$ cat config.mk
export PLATFORM = sky130hd
export DESIGN_NAME = pipeline_hazard_ctrl
export DESIGN_NICKNAME = d
export VERILOG_FILES = /design/src/rtl/pipeline_hazard_ctrl.sv
export SDC_FILE = /design/constraint.sdc
export NUM_CORES = 1
export LEC_CHECK = 0
export ABC_AREA = 1
export ABC_CLOCK_PERIOD_IN_PS = 6900
export BUFFER_PORTS_ARGS = -buffer_cell sky130_fd_sc_hd__buf_2
export CORE_AREA = 4 4 137 100
export DETAILED_ROUTE_END_ITERATION = 10
export DIE_AREA = 0 0 141 104
export GPL_ROUTABILITY_DRIVEN = 0
export MAX_ROUTING_LAYER = met4
export PLACE_DENSITY_LB_ADDON = 0.25
export SYNTH_ARGS = -nofsm -noshare
export SYNTH_HDL_FRONTEND = slang
export SYNTH_SLANG_ARGS = --single-unit
$ cat constraint.sdc
create_clock -name clk -period 6.9 [get_ports clk]
set_clock_uncertainty 0.2 [all_clocks]
set_input_delay 1.38 -clock clk [delete_from_list [all_inputs] [get_ports clk]]
set_output_delay 1.38 -clock clk [all_outputs]
set_load 0.03 [all_outputs]
$ cat src/rtl/pipeline_hazard_ctrl.sv
// Purpose: stall/flush sequencer for the 5-stage rv32i pipeline, with debug halt/drain and perf counters.
// Latency: stage enables and NOP controls are combinational; counters and halt_ack update one clock later.
// Backpressure: an outstanding imem/dmem access freezes every stage and parks all other events until it clears.
//
// Ports:
//   clk, rst                   clock (rising edge), asynchronous active-high reset
//   load_use, br_taken         hazard flag from the forwarding unit, EX redirect
//   imem_read/imem_resp        fetch memory request / response
//   dmem_req/dmem_resp         data memory request / response
//   halt_req, halt_ack         debug halt request (level), drained-and-frozen acknowledge
//   load_pc .. load_mem_wb     PC and stage-register enables
//   squash_if_id, bubble_id_ex NOP insertion into IF/ID and ID/EX
//   pc_redirect                PC mux selects the branch target
//   stall_cnt/flush_cnt/lu_cnt saturating performance counters
module pipeline_hazard_ctrl #(
  parameter int PERF_W     = 32,
  parameter int FLUSH_CYC  = 1,
  parameter int PIPE_DEPTH = 5
) (
  input  logic              clk,
  input  logic              rst,
  input  logic              load_use,
  input  logic              br_taken,
  input  logic              imem_read,
  input  logic              imem_resp,
  input  logic              dmem_req,
  input  logic              dmem_resp,
  input  logic              halt_req,
  output logic              halt_ack,
  output logic              load_pc,
  output logic              load_if_id,
  output logic              load_id_ex,
  output logic              load_ex_mem,
  output logic              load_mem_wb,
  output logic              squash_if_id,
  output logic              bubble_id_ex,
  output logic              pc_redirect,
  output logic [PERF_W-1:0] stall_cnt,
  output logic [PERF_W-1:0] flush_cnt,
  output logic [PERF_W-1:0] lu_cnt
);

  localparam int CNT_MAX = (FLUSH_CYC > PIPE_DEPTH) ? FLUSH_CYC : PIPE_DEPTH;
  localparam int CNT_W   = $clog2(CNT_MAX) + 1;
  localparam logic [CNT_W-1:0] FLUSH_LEN = CNT_W'(FLUSH_CYC - 1);
  localparam logic [CNT_W-1:0] DRAIN_LEN = CNT_W'(PIPE_DEPTH - 1);
  localparam logic [CNT_W-1:0] CNT_ONE   = CNT_W'(1);
  localparam logic [PERF_W-1:0] PERF_ONE = PERF_W'(1);

  typedef enum logic [1:0] {RUN, FLUSH, DRAIN, HALTED} state_t;

  state_t           state, state_nxt;
  logic [CNT_W-1:0] cnt, cnt_nxt;
  logic             lu_hold;     // load_use already serviced, waiting for it to drop
  logic             lu_new;
  logic             lu_stall;
  logic             mem_stall;
  logic             stall_inc, flush_inc;

  assign mem_stall = (imem_read & ~imem_resp) | (dmem_req & ~dmem_resp);
  // A level-held load_use only stalls once; it must drop before it can stall again.
  assign lu_new    = load_use & ~lu_hold;

  always_comb begin
    state_nxt    = state;
    cnt_nxt      = cnt;
    load_pc      = 1'b1;
    load_if_id   = 1'b1;
    load_id_ex   = 1'b1;
    load_ex_mem  = 1'b1;
    load_mem_wb  = 1'b1;
    squash_if_id = 1'b0;
    bubble_id_ex = 1'b0;
    pc_redirect  = 1'b0;
    lu_stall     = 1'b0;
    stall_inc    = 1'b0;
    flush_inc    = 1'b0;

    if (mem_stall) begin
      load_pc     = 1'b0;
      load_if_id  = 1'b0;
      load_id_ex  = 1'b0;
      load_ex_mem = 1'b0;
      load_mem_wb = 1'b0;
      // A halted pipeline is frozen on purpose, not stalled.
      stall_inc   = (state != HALTED);
    end else begin
      unique case (state)
        RUN: begin
          if (br_taken) begin
            pc_redirect  = 1'b1;
            squash_if_id = 1'b1;
            bubble_id_ex = 1'b1;
            flush_inc    = 1'b1;
            if (FLUSH_CYC > 1) begin
              state_nxt = FLUSH;
              cnt_nxt   = FLUSH_LEN;
            end
          end else if (lu_new) begin
            load_pc      = 1'b0;
            load_if_id   = 1'b0;
            bubble_id_ex = 1'b1;
            lu_stall     = 1'b1;
            stall_inc    = 1'b1;
          end else if (halt_req) begin
            state_nxt = DRAIN;
            cnt_nxt   = DRAIN_LEN;
          end
        end
        FLUSH: begin
          squash_if_id = 1'b1;
          if (br_taken) begin
            pc_redirect  = 1'b1;
            bubble_id_ex = 1'b1;
            flush_inc    = 1'b1;
            cnt_nxt      = FLUSH_LEN;
          end else if (cnt <= CNT_ONE) begin
            state_nxt = RUN;
            cnt_nxt   = '0;
          end else begin
            cnt_nxt = cnt - CNT_ONE;
          end
        end
        DRAIN: begin
          // Stop fetching and let the older instructions retire behind squashed slots.
          load_pc      = 1'b0;
          squash_if_id = 1'b1;
          if (br_taken) begin
            // Keep the PC architecturally correct for resume after the halt.
            pc_redirect  = 1'b1;
            load_pc      = 1'b1;
            bubble_id_ex = 1'b1;
            flush_inc    = 1'b1;
          end else if (lu_new) begin
            bubble_id_ex = 1'b1;
            load_if_id   = 1'b0;
            lu_stall     = 1'b1;
            stall_inc    = 1'b1;
          end
          if (!halt_req) begin
            state_nxt = RUN;
            cnt_nxt   = '0;
          end else if (!lu_stall) begin
            if (cnt == CNT_ONE) state_nxt = HALTED;
            cnt_nxt = cnt - CNT_ONE;
          end
        end
        HALTED: begin
          load_pc     = 1'b0;
          load_if_id  = 1'b0;
          load_id_ex  = 1'b0;
          load_ex_mem = 1'b0;
          load_mem_wb = 1'b0;
          if (!halt_req) state_nxt = RUN;
        end
        default: state_nxt = RUN;
      endcase
    end

    if (rst) begin
      load_pc      = 1'b0;
      load_if_id   = 1'b0;
      load_id_ex   = 1'b0;
      load_ex_mem  = 1'b0;
      load_mem_wb  = 1'b0;
      squash_if_id = 1'b0;
      bubble_id_ex = 1'b0;
      pc_redirect  = 1'b0;
    end
  end

  always_ff @(posedge clk or posedge rst) begin
    if (rst) begin
      state     <= RUN;
      cnt       <= '0;
      lu_hold   <= 1'b0;
      halt_ack  <= 1'b0;
      stall_cnt <= '0;
      flush_cnt <= '0;
      lu_cnt    <= '0;
    end else begin
      state    <= state_nxt;
      cnt      <= cnt_nxt;
      lu_hold  <= load_use & (lu_hold | lu_stall);
      halt_ack <= (state_nxt == HALTED);
      if (stall_inc && stall_cnt != '1) stall_cnt <= stall_cnt + PERF_ONE;
      if (flush_inc && flush_cnt != '1) flush_cnt <= flush_cnt + PERF_ONE;
      if (lu_stall  && lu_cnt    != '1) lu_cnt    <= lu_cnt + PERF_ONE;
    end
  end

endmodule

---- After elaboration in Yosys (flattened, before gate mapping) ----
Cells that the tools add are included.
storage, ports and cells
  register bits after elaboration ......... 104
  bits of input ports ..................... 9
  output and inout bits ................... 105
  logic and storage cells ................. 93
cells by class
  add/subtract/negate cells ............... 4
  magnitude comparators ................... 1
  equality and inequality tests ........... 13
  multiplexer cells ....................... 49
  bitwise operators ....................... 10
  reductions and logical operators ........ 9
operator list
  operator               number
  $add 32x1->32 const B  3
  $ne 32x32->1 const B   3
  $mux 4                 7
  $mux 1                 25
  $mux 2                 10
  $pmux 4 s3             1
  $ne 2x2->1 const B     4
  $pmux 1 s2             4
  $pmux 2 s4             1
  $eq 2x2->1 const B     3
  $reduce_and 6->1       1
  $and 1x1->1            4
  $eq 4x1->1 const B     1
  $le 4x1->1 const B     1
  $not 1->1              4
  $reduce_or 2->1        2
  $sub 4x1->4 const B    1
  $logic_and 1x1->1      3
  $ne 3x3->1 const B     1
  $pmux 1 s3             1
  $reduce_bool 3->1      1
  $reduce_or 3->1        1
  $eq 2x1->1 const B     1
  $logic_not 2->1        1
  $or 1x1->1             2

---- Longest topological paths before layout ----
Gate-level depths: netlist of run 1.
  depth after elaboration ................. 11
  gate-level depth with buffers ........... 12
  gate-level depth less buffers ........... 11

---- Worst setup path after synthesis of run 1 ----
Ideal clock, no wire load.
  path kind ............................... in2out
  start ................................... input port rst
  end ..................................... output port bubble_id_ex
  arrival ................................. 5116 ps
  data required time ...................... 5320 ps
  path slack .............................. 204 ps
  stages .................................. 5
  path buffers ............................ 0
  path through ............................ inv_1 nand2_1 nor2_1 inv_1 a21oi_1
between the ends
  longest elaborated chain between the ends .. 1
RTL lines
  element             RTL line  text
  start: declaration  21        input logic rst,
  $mux 1              160       if (rst) begin
  end: declaration    36        output logic bubble_id_ex,
Every way passes these cells.

---- Worst setup path after layout of run 1 ----
  start ................................... input port imem_read
  end ..................................... output port pc_redirect
between the ends
  longest elaborated chain between the ends .. 4
RTL lines
  element             RTL line  text
  start: declaration  24        input logic imem_read,
  $and 1x1->1         60        assign mem_stall = (imem_read & ~imem_resp) | (dmem_req & ~dmem_resp);
  $or 1x1->1          60
  $mux 1              79        if (mem_stall) begin
  $mux 1              160
  end: declaration    37        output logic pc_redirect,
Every way passes these cells.

==> results.py, run 1 <==
metrics = {
    "setup_path": {
        "crit-reg2reg-launch": "lu_cnt[0]$_DFFE_PP0P_",
        "cp_data_required_time_ns": 5.32,
        "cp_max_fo": 8,
        "path_class": "in2out",
        "r2r-end": "lu_cnt[18]$_DFFE_PP0P_",
        "worst_ep_arrival_time_ns": 2.58,
        "r2r_slack_ns": 4.00,
        "end_kind": "primary output",
        "r2r_cells": 9,
        "crit_path_start_kind": "primary input",
    },
    "status": {
        "outcome": "completed",
    },
    "place": {
        "portBuffers": 113,
        "dp.cells": 1344,
        "placed_area_sq_mm": 0.007666,
        "hpwl_microns": 13590,
    },
    "synth": {
        "syn_area_per_cell_sq_um": 6.479,
        "synth_edf_count": 0,
        "ys_seq_area_share_pct": 36.92,
        "synthCells": 1088,
        "ys_warn_count": 0,
        "synth_cell_types": 34,
        "synth_seq_cells": 104,
        "synthesis.nets": 1107,
        "synthArstFlopShare_pct": 100.0,
        "synth_ff_type": "dfrtp_1",
        "synth_area_sq_mm": 0.007049,
    },
    "floorplanning": {
        "num_rows": 34,
        "start_util_pct": 57.54,
        "core-area_sq_mm": 0.01225,
        "fp.dieW_microns": 141,
        "die_h_microns": 104,
        "die-area_sq_mm": 0.01466,
        "io_pins": 114,
    },
    "routing": {
        "ant_nets": 0,
        "dr_wl_met3_microns": 1419,
        "first_pass_iters": 5,
        "drt_iter0_drc": 502,
        "viasPerCell": 5.208,
        "wl_met1_microns": 8966,
        "drcViolationCount": 0,
        "wl_per_cell_microns": 13.36,
        "top_layer": "met4",
        "drt-total-wl_microns": 18170,
        "vias": 7083,
        "wl_met2_microns": 7616,
    },
    "power": {
        "p_per_area_mw_per_mm2": 230.1,
        "peakVddDrop_uv": 256.4,
        "leakagePower_uw": 0.004075,
    },
    "sta": {
        "period_needed_ns": 4.162,
        "slew_headroom_pct": 18.60,
        "timing.final.hold_violations": 0,
        "period_share_pct": 60.31,
        "fin_setup_tns_ns": 0,
        "holdWs_ns": 0.3340,
        "drv_slew": 0,
        "setup_viol": 0,
        "fmax_ghz": 0.2403,
        "tightest_slew_ns": 1.218,
        "rsz0062_at_grt": "false",
    },
    "cells_and_area": {
        "fillers": 1136,
        "multi_input_area_sq_mm": 0.004058,
        "layoutNonFillerInstCount": 1360,
        "syn_to_final_growth_pct": 13.28,
        "seqCellArea_sq_mm": 0.002603,
        "fin_util_pct": 65.18,
        "layout-drive-gt1-share_pct": 13.11,
        "nets": 1212,
        "fin_area_sq_mm": 0.007985,
        "diodes": 0,
    },
    "worst_hold_path": {
        "hp-class": "reg2reg",
        "hold_path_depth": 2,
        "min_from": "cnt[0]$_DFFE_PP0P_",
        "hold_path_end": "cnt[0]$_DFFE_PP0P_",
    },
    "cts": {
        "htreeDepth": 3,
        "cts_resized": 0,
        "path_clk_slew_ns": 0.07,
        "cts_tree": "yes",
        "cts_sinks": 104,
        "cts.path.max_buffers": 2,
        "cts-root-buf": "clkbuf_16",
        "numCtsBuffers": 9,
        "worst_skew_pair.late_latency_ns": 0.35,
        "ctsHoldBuffers": 0,
        "post_cts_buffers": 0,
    },
    "grt": {
        "grt_pass1_wl_microns": 30970,
        "overflow": 0,
        "grt_max_degree": 79,
        "grt_pass1_vias": 6354,
        "grt_usage_pct": 25.83,
        "antenna_found_initial": 0,
    },
    "job": {
        "cap_viol_max_count": 0,
    },
}
[worst max-delay path, cell delays in order]
cell	delay, ns
buf_2	0.10
nand2_1	0.05
nand2_1	0.06
inv_1	0.20
nand2_1	0.13
nor2_1	0.21
inv_1	0.12
nor2_1	0.12
buf_2	0.21
[cells in the mapped netlist, drive strengths merged (2+ instances only)]
library cell | count | share of area, %
nand3b | 35 | 3.8
nand2 | 570 | 31
dfrtp | 104 | 37
a21oi | 6 | 0.48
xnor2 | 18 | 2.2
buf | 21 | 2.4
ha | 10 | 1.8
o21ai | 24 | 1.8
nor2 | 169 | 9.7
nand3 | 27 | 2.1
nor3b | 2 | 0.21
nand4 | 11 | 0.98
inv | 58 | 3.1
xor2 | 25 | 3.1
nor3 | 3 | 0.21
[layout make-up]
type                    count  share of cell area, %
clock buffers              10                  2.867
clock inverters             6                  1.128
inverters                  58                  2.789
multi-input cells         905                  50.81
flip-flops and latches    104                  32.59
well taps                 162                  2.538
repair buffers            115                  7.270
[state kept, by name, indices dropped and copies added, names as in the netlist]
name,count
stall_cnt,32
state,2
halt_ack,1
cnt,4
flush_cnt,32
lu_cnt,32
lu_hold,1
[per-stage QoR]
step                worst slack, ns  power, uW
floorplan                    0.2044       1158
global placement              2.797       1279
detailed placement            2.710       1288
CTS                           2.702       1850
global route                  2.477       1943
finish                        2.738       1838
[per-layer routing]
layer	global-route usage, %	vias to the layer above
met5	-	-
met4	4.426	0
met3	4.733	17
met2	37.43	265
met1	38.35	3227
li1	-	3574
[where the power goes]
group	total (uW)	switching (uW)	internal (uW)
Combinational	515	366	149
Clock	559	239	321
Sequential	764	88.9	675
[cells in the final DEF (no fill, tap or decap), drive strengths merged, types with 2 or more instances in the layout]
| cell type | instances |
|---|---|
| bufinv | 2 |
| xor2 | 25 |
| buf | 115 |
| a21oi | 6 |
| nand3b | 35 |
| inv | 60 |
| nor2 | 169 |
| nor3 | 3 |
| dfrtp | 104 |
| xnor2 | 18 |
| nor3b | 2 |
| o21ai | 24 |
| nand2 | 570 |
| clkbuf | 10 |
| nand4 | 11 |
| ha | 10 |
| nand3 | 27 |
[kinds of logic after synthesis]
logic type,Yosys count,synth area share (%)
AO/OA/AOI/OAI,34,2.680
XOR/XNOR,43,5.343
adder cells (fa/ha/maj),10,1.775
buffers and inverters,79,5.520
flip-flops,104,36.92
AND/OR/NAND/NOR,818,47.76
[worst max path at each step]
| stage | start | slack, ns | endpoint |
|---|---|---|---|
| 2_1_floorplan | rst | 0.20 | bubble_id_ex |
| 6_report | imem_read | 2.74 | pc_redirect |
| 3_3_place_gp | rst | 2.80 | bubble_id_ex |
| 4_1_cts | rst | 2.70 | pc_redirect |
| 3_5_place_dp | rst | 2.71 | pc_redirect |
| 5_1_grt | imem_resp | 2.48 | pc_redirect |
Note: power is estimated with default switching activity, not from simulation.
==> run 2, diff against run 1 <==
ABC_CLOCK_PERIOD_IN_PS = 3900   (was 6900)
clock period = 3.9 ns   (was 6.9 ns; I/O delays follow)
==> run 2 against run 1 <==
  * Routed wire length decreased by 0.38%
  * Worst setup slack got worse by 1.7 ns
  * Sequential power increased by 77%
  * First-iteration DRC count increased by 16%
  * Register-to-register slack got worse by 2.7 ns
  * Die area unchanged
  * Sequential cell count unchanged
  * Non-clock buffer count increased by 2
  * Final cell count increased by 0.15%
  * Global-route usage decreased by 0.066 points
  * Clock power increased by 70%
  * Sequential share of layout area decreased by 0.092 points
  * Highest routed layer unchanged
==> results.py, run 2 (synthesis gave the netlist of run 1 again) <==
metrics = {
    "grt": {
        "grt_usage_pct": 25.77,
        "grt_pass1_vias": 6275,
        "grt_max_degree": 82,
        "grt_pass1_wl_microns": 30620,
        "overflow": 0,
        "antenna_found_initial": 0,
    },
    "sta": {
        "fmax_ghz": 0.3473,
        "drv_slew": 0,
        "holdWs_ns": 0.3204,
        "rsz0062_at_grt": "false",
        "timing.final.hold_violations": 0,
        "period_needed_ns": 2.879,
        "period_share_pct": 73.82,
        "slew_headroom_pct": 31.60,
        "setup_viol": 0,
        "fin_setup_tns_ns": 0,
        "tightest_slew_ns": 1.026,
    },
    "setup_path": {
        "end_kind": "primary output",
        "crit_path_start_kind": "primary input",
        "cp_max_fo": 8,
        "path_class": "in2out",
        "worst_ep_arrival_time_ns": 1.90,
        "cp_data_required_time_ns": 2.92,
    },
    "cells_and_area": {
        "diodes": 0,
        "layout.cells.most_common": "nand2_1",
        "largestRegisters": "flush_cnt: 32 flops, lu_cnt: 32 flops, stall_cnt: 32 flops",
        "layout-drive-gt1-share_pct": 13.67,
        "nets": 1214,
        "syn_to_final_growth_pct": 13.60,
        "final_cell_mix": "564 x nand2_1, 157 x nor2_1, 113 x buf_2",
    },
    "routing": {
        "drt_iter0_drc": 583,
        "ant_nets": 0,
        "wl_per_cell_microns": 13.29,
        "drcViolationCount": 0,
        "drt-total-wl_microns": 18110,
        "viasPerCell": 5.178,
        "first_pass_iters": 5,
        "vias": 7053,
    },
    "cts": {
        "numCtsBuffers": 9,
        "htreeDepth": 3,
        "cts_resized": 0,
        "cts_tree": "yes",
        "cts-root-buf": "clkbuf_16",
        "post_cts_buffers": 0,
        "worst_skew_pair.late_latency_ns": 0.35,
        "cts_sinks": 104,
        "path_clk_slew_ns": 0.07,
        "ctsHoldBuffers": 0,
        "cts.path.max_buffers": 2,
    },
    "floorplanning": {
        "io_pins": 114,
        "start_util_pct": 57.54,
        "num_rows": 34,
        "core-area_sq_mm": 0.01225,
        "die-area_sq_mm": 0.01466,
        "die_h_microns": 104,
        "fp.dieW_microns": 141,
    },
    "status": {
        "outcome": "completed",
    },
    "job": {
        "cap_viol_max_count": 0,
    },
    "place": {
        "hpwl_microns": 13400,
        "portBuffers": 113,
    },
    "power": {
        "peakVddDrop_uv": 435.3,
        "total_power_uw": 3213,
        "p_per_area_mw_per_mm2": 401.3,
        "leakagePower_uw": 0.004067,
    },
    "worst_hold_path": {
        "hp-class": "in2async",
    },
}
-- run 2: cell types whose count changed in the layout (fill, tap and decap cells not counted), sizes merged --
cell,change
inv,-3
buf,+2
clkinv,-1
clkbuf,+2
clkinvlp,+3
bufinv,-1
-- run 2: cell type report --
class	instances	area, sq um
well taps	162	202.7
repair buffers	117	595.6
multi-input cells	905	4074
inverters	58	224.0
fillers	1135	4244
flip-flops and latches	104	2603
clock inverters	4	52.55
clock buffers	12	256.5
-- run 2: worst max-delay path, stage by stage --
cell and delay, ns:
buf_2 0.07, inv_1 0.03, nand2_1 0.05, nand2_1 0.07, inv_1 0.20, nand2_1 0.17, nor2_4 0.15, inv_2 0.07
a21oi_2 0.10, buf_2 0.20
-- run 2: where the power goes --
part,switching (uW),total [uW],internal (uW)
clock,414,948,534
sequential,155,1350,1190
combinational,649,916,267
total,1220,3210,1990
-- run 2: through the flow --
step / worst slack [ns] / cell area [sq um] / utilization [%] / cells
6_report: 1.021 / 8008 / 65.36 / 1362
5_1_grt: 0.8280 / 8008 / 65.36 / 1362
4_1_cts: 1.008 / 8008 / 65.36 / 1362
3_5_place_dp: 1.011 / 7699 / 62.84 / 1346
3_3_place_gp: 1.094 / 7699 / 62.84 / 1346
2_1_floorplan: -0.08433 / 7069 / - / 1088
-- run 2: final timing paths --
kind,startpoint,endpoint,slack (ns),depth (start not counted)
max,imem_resp,bubble_id_ex,1.02,10
min,rst,cnt[0]$_DFFE_PP0P_,0.32,3
max reg2reg,state[0]$_DFF_PP0_,stall_cnt[9]$_DFFE_PP0P_,1.27,11
min reg2reg,cnt[0]$_DFFE_PP0P_,cnt[0]$_DFFE_PP0P_,0.32,2
max in group asynchronous,rst,flush_cnt[22]$_DFFE_PP0P_,1.86,4
min in group clk,cnt[0]$_DFFE_PP0P_,cnt[0]$_DFFE_PP0P_,0.32,2
-- run 2: metal layers --
metal | part of all wire, % | global-route usage [%] | routed length [microns] | vias to the layer above
met5 | 0 | - | 0 | -
met4 | 1.1 | 4.910 | 204 | 0
met3 | 8.5 | 4.871 | 1530 | 24
met2 | 42 | 37.19 | 7564 | 274
met1 | 49 | 38.16 | 8805 | 3176
li1 | - | - | - | 3579
==> run 3, diff against run 2 <==
ABC_CLOCK_PERIOD_IN_PS = 2530   (was 3900)
CORE_AREA = 4 4 145 105   (was 4 4 137 100)
DIE_AREA = 0 0 149 109   (was 0 0 141 104)
clock period = 2.53 ns   (was 3.9 ns; I/O delays follow)
==> run 3 against run 2 <==
  * Utilization decreased by 6.3 points
  * Worst setup slack got worse by 0.94 ns
  * Sequential cell count unchanged
  * Critical path type is now reg2out
  * Largest cell class unchanged
==> results.py, run 3 (synthesis gave the netlist of run 1 again) <==
metrics = {
    "cts": {
        "numCtsBuffers": 9,
        "cts-root-buf": "clkbuf_16",
        "cts_tree": "yes",
        "cts_sinks": 104,
        "worst_skew_pair.late_latency_ns": 0.34,
        "htreeDepth": 3,
        "cts.path.max_buffers": 2,
        "ctsHoldBuffers": 0,
        "path_clk_slew_ns": 0.07,
    },
    "sta": {
        "slew_headroom_pct": 62.68,
        "setup_viol": 0,
        "fin_setup_tns_ns": 0,
        "tightest_slew_ns": 0.5598,
        "timing.final.hold_violations": 0,
        "holdWs_ns": 0.1537,
        "period_needed_ns": 2.450,
        "rsz0062_at_grt": "false",
        "fmax_ghz": 0.4082,
        "fin_ws_ns": 0.08010,
        "period_share_pct": 96.83,
        "drv_slew": 0,
    },
    "floorplanning": {
        "core-area_sq_mm": 0.01378,
        "start_util_pct": 51.14,
        "fp.dieW_microns": 149,
        "die_h_microns": 109,
        "num_rows": 36,
        "io_pins": 114,
        "die-area_sq_mm": 0.01624,
    },
    "setup_path": {
        "cp_slowest_cell": "dfrtp_1",
        "crit_path_start_kind": "flop",
        "cp_cell_sequence": "inv_1 > ha_1 > a221oi_1 > nor2_1 > buf_2",
        "end_kind": "primary output",
        "max_stage_delay_ns": 0.46,
        "cp_data_required_time_ns": 1.82,
        "cp_max_fo": 7,
        "path_class": "reg2out",
        "r2r_cells": 11,
        "r2r-end": "stall_cnt[9]$_DFFE_PP0P_",
        "r2r_slack_ns": 0.32,
        "crit-reg2reg-launch": "state[1]$_DFF_PP0_",
        "worst_ep_arrival_time_ns": 1.74,
    },
    "cells_and_area": {
        "fin_util_pct": 59.03,
        "diodes": 0,
        "multi_input_area_sq_mm": 0.004076,
        "layout.cells.most_common": "nand2_1",
        "nets": 1224,
        "largestRegisters": "flush_cnt: 32 flops, lu_cnt: 32 flops, stall_cnt: 32 flops",
        "final_cell_mix": "564 x nand2_1, 157 x nor2_1, 113 x buf_2",
        "layout-drive-gt1-share_pct": 14.46,
        "syn_to_final_growth_pct": 15.42,
        "seqCellArea_sq_mm": 0.002603,
        "fillers": 1338,
    },
    "grt": {
        "grt_pass1_wl_microns": 31040,
        "grt_usage_pct": 24.14,
        "grt_pass1_vias": 6207,
        "antenna_found_initial": 0,
        "grt_max_degree": 105,
        "overflow": 0,
    },
    "place": {
        "hpwl_microns": 14040,
        "dp_slack_ns": 0.1789,
        "portBuffers": 113,
    },
    "power": {
        "peakVddDrop_uv": 626.9,
        "p_per_area_mw_per_mm2": 604.4,
        "leakagePower_uw": 0.004125,
    },
    "routing": {
        "drcViolationCount": 0,
        "first_pass_iters": 5,
        "drt_iter0_drc": 572,
        "wl_per_cell_microns": 13.38,
        "ant_nets": 0,
        "drt-total-wl_microns": 18740,
        "viasPerCell": 5.095,
        "vias": 7133,
    },
    "job": {
        "cap_viol_max_count": 0,
    },
    "status": {
        "outcome": "completed",
    },
    "worst_hold_path": {
        "hp-class": "in2async",
    },
}
-- run 3: cell count changes in the layout (fill, tap and decap cells not counted) --
| cell | delta |
|---|---|
| clkinv_4 | +1 |
| inv_4 | +1 |
| buf_4 | +7 |
| buf_12 | +3 |
| ha_1 | -1 |
| clkinv_2 | +1 |
| inv_2 | -1 |
| clkinvlp_4 | -1 |
| bufinv_16 | -1 |
| ha_2 | +1 |
-- run 3: what timing repair did --
action,CTS,global route
buffers inserted,0,2
hold endpoints to repair,0,0
resized for setup,0,2
setup endpoints to repair,0,16
-- run 3: cell type report --
| type | count | share of cell area, % |
|---|---|---|
| inverters | 58 | 2.783 |
| well taps | 190 | 2.922 |
| clock inverters | 4 | 0.3537 |
| repair buffers | 127 | 8.704 |
| clock buffers | 12 | 3.152 |
| flip-flops and latches | 104 | 31.99 |
| multi-input cells | 905 | 50.10 |
-- run 3: metrics by stage --
stage               total power (uW)  instances  area, sq um
floorplan                       3165       1088         7069
global placement                3552       1382         7831
detailed placement              3578       1382         7831
CTS                             4946       1398         8117
global route                    5236       1400         8137
finish                          4918       1400         8137
-- run 3: worst max path at each step --
stage                            start  slack (ns)                        end
global placement             imem_resp        0.23                 load_if_id
finish              state[0]$_DFF_PP0_        0.08                    load_pc
detailed placement  state[1]$_DFF_PP0_        0.18  stall_cnt[19]$_DFFE_PP0P_
CTS                 state[0]$_DFF_PP0_        0.08                    load_pc
global route        state[0]$_DFF_PP0_       0.004                    load_pc
floorplan                          rst       -0.91                 load_if_id
-- run 3: power by group --
part / internal [uW] / switching [uW]
Clock: 723 / 627
Sequential: 1840 / 254
Combinational: 459 / 1010
-- run 3: critical path: cells and delay by family, from the launching register on --
family	cells	cell delay (ns)
buffers and inverters	2	0.30
AOI/OAI and AO/OA	1	0.30
and+or+nand+nor	1	0.08
DFF	1	0.46
adders and majority gates	1	0.26
-- run 3: layer usage --
layer / GRT usage (%) / wire [microns] / share of wire [%]
met5: - / 0 / 0
met4: 4.115 / 161 / 0.86
met3: 4.071 / 1306 / 7.0
met2: 34.17 / 7623 / 41
met1: 36.77 / 9647 / 51
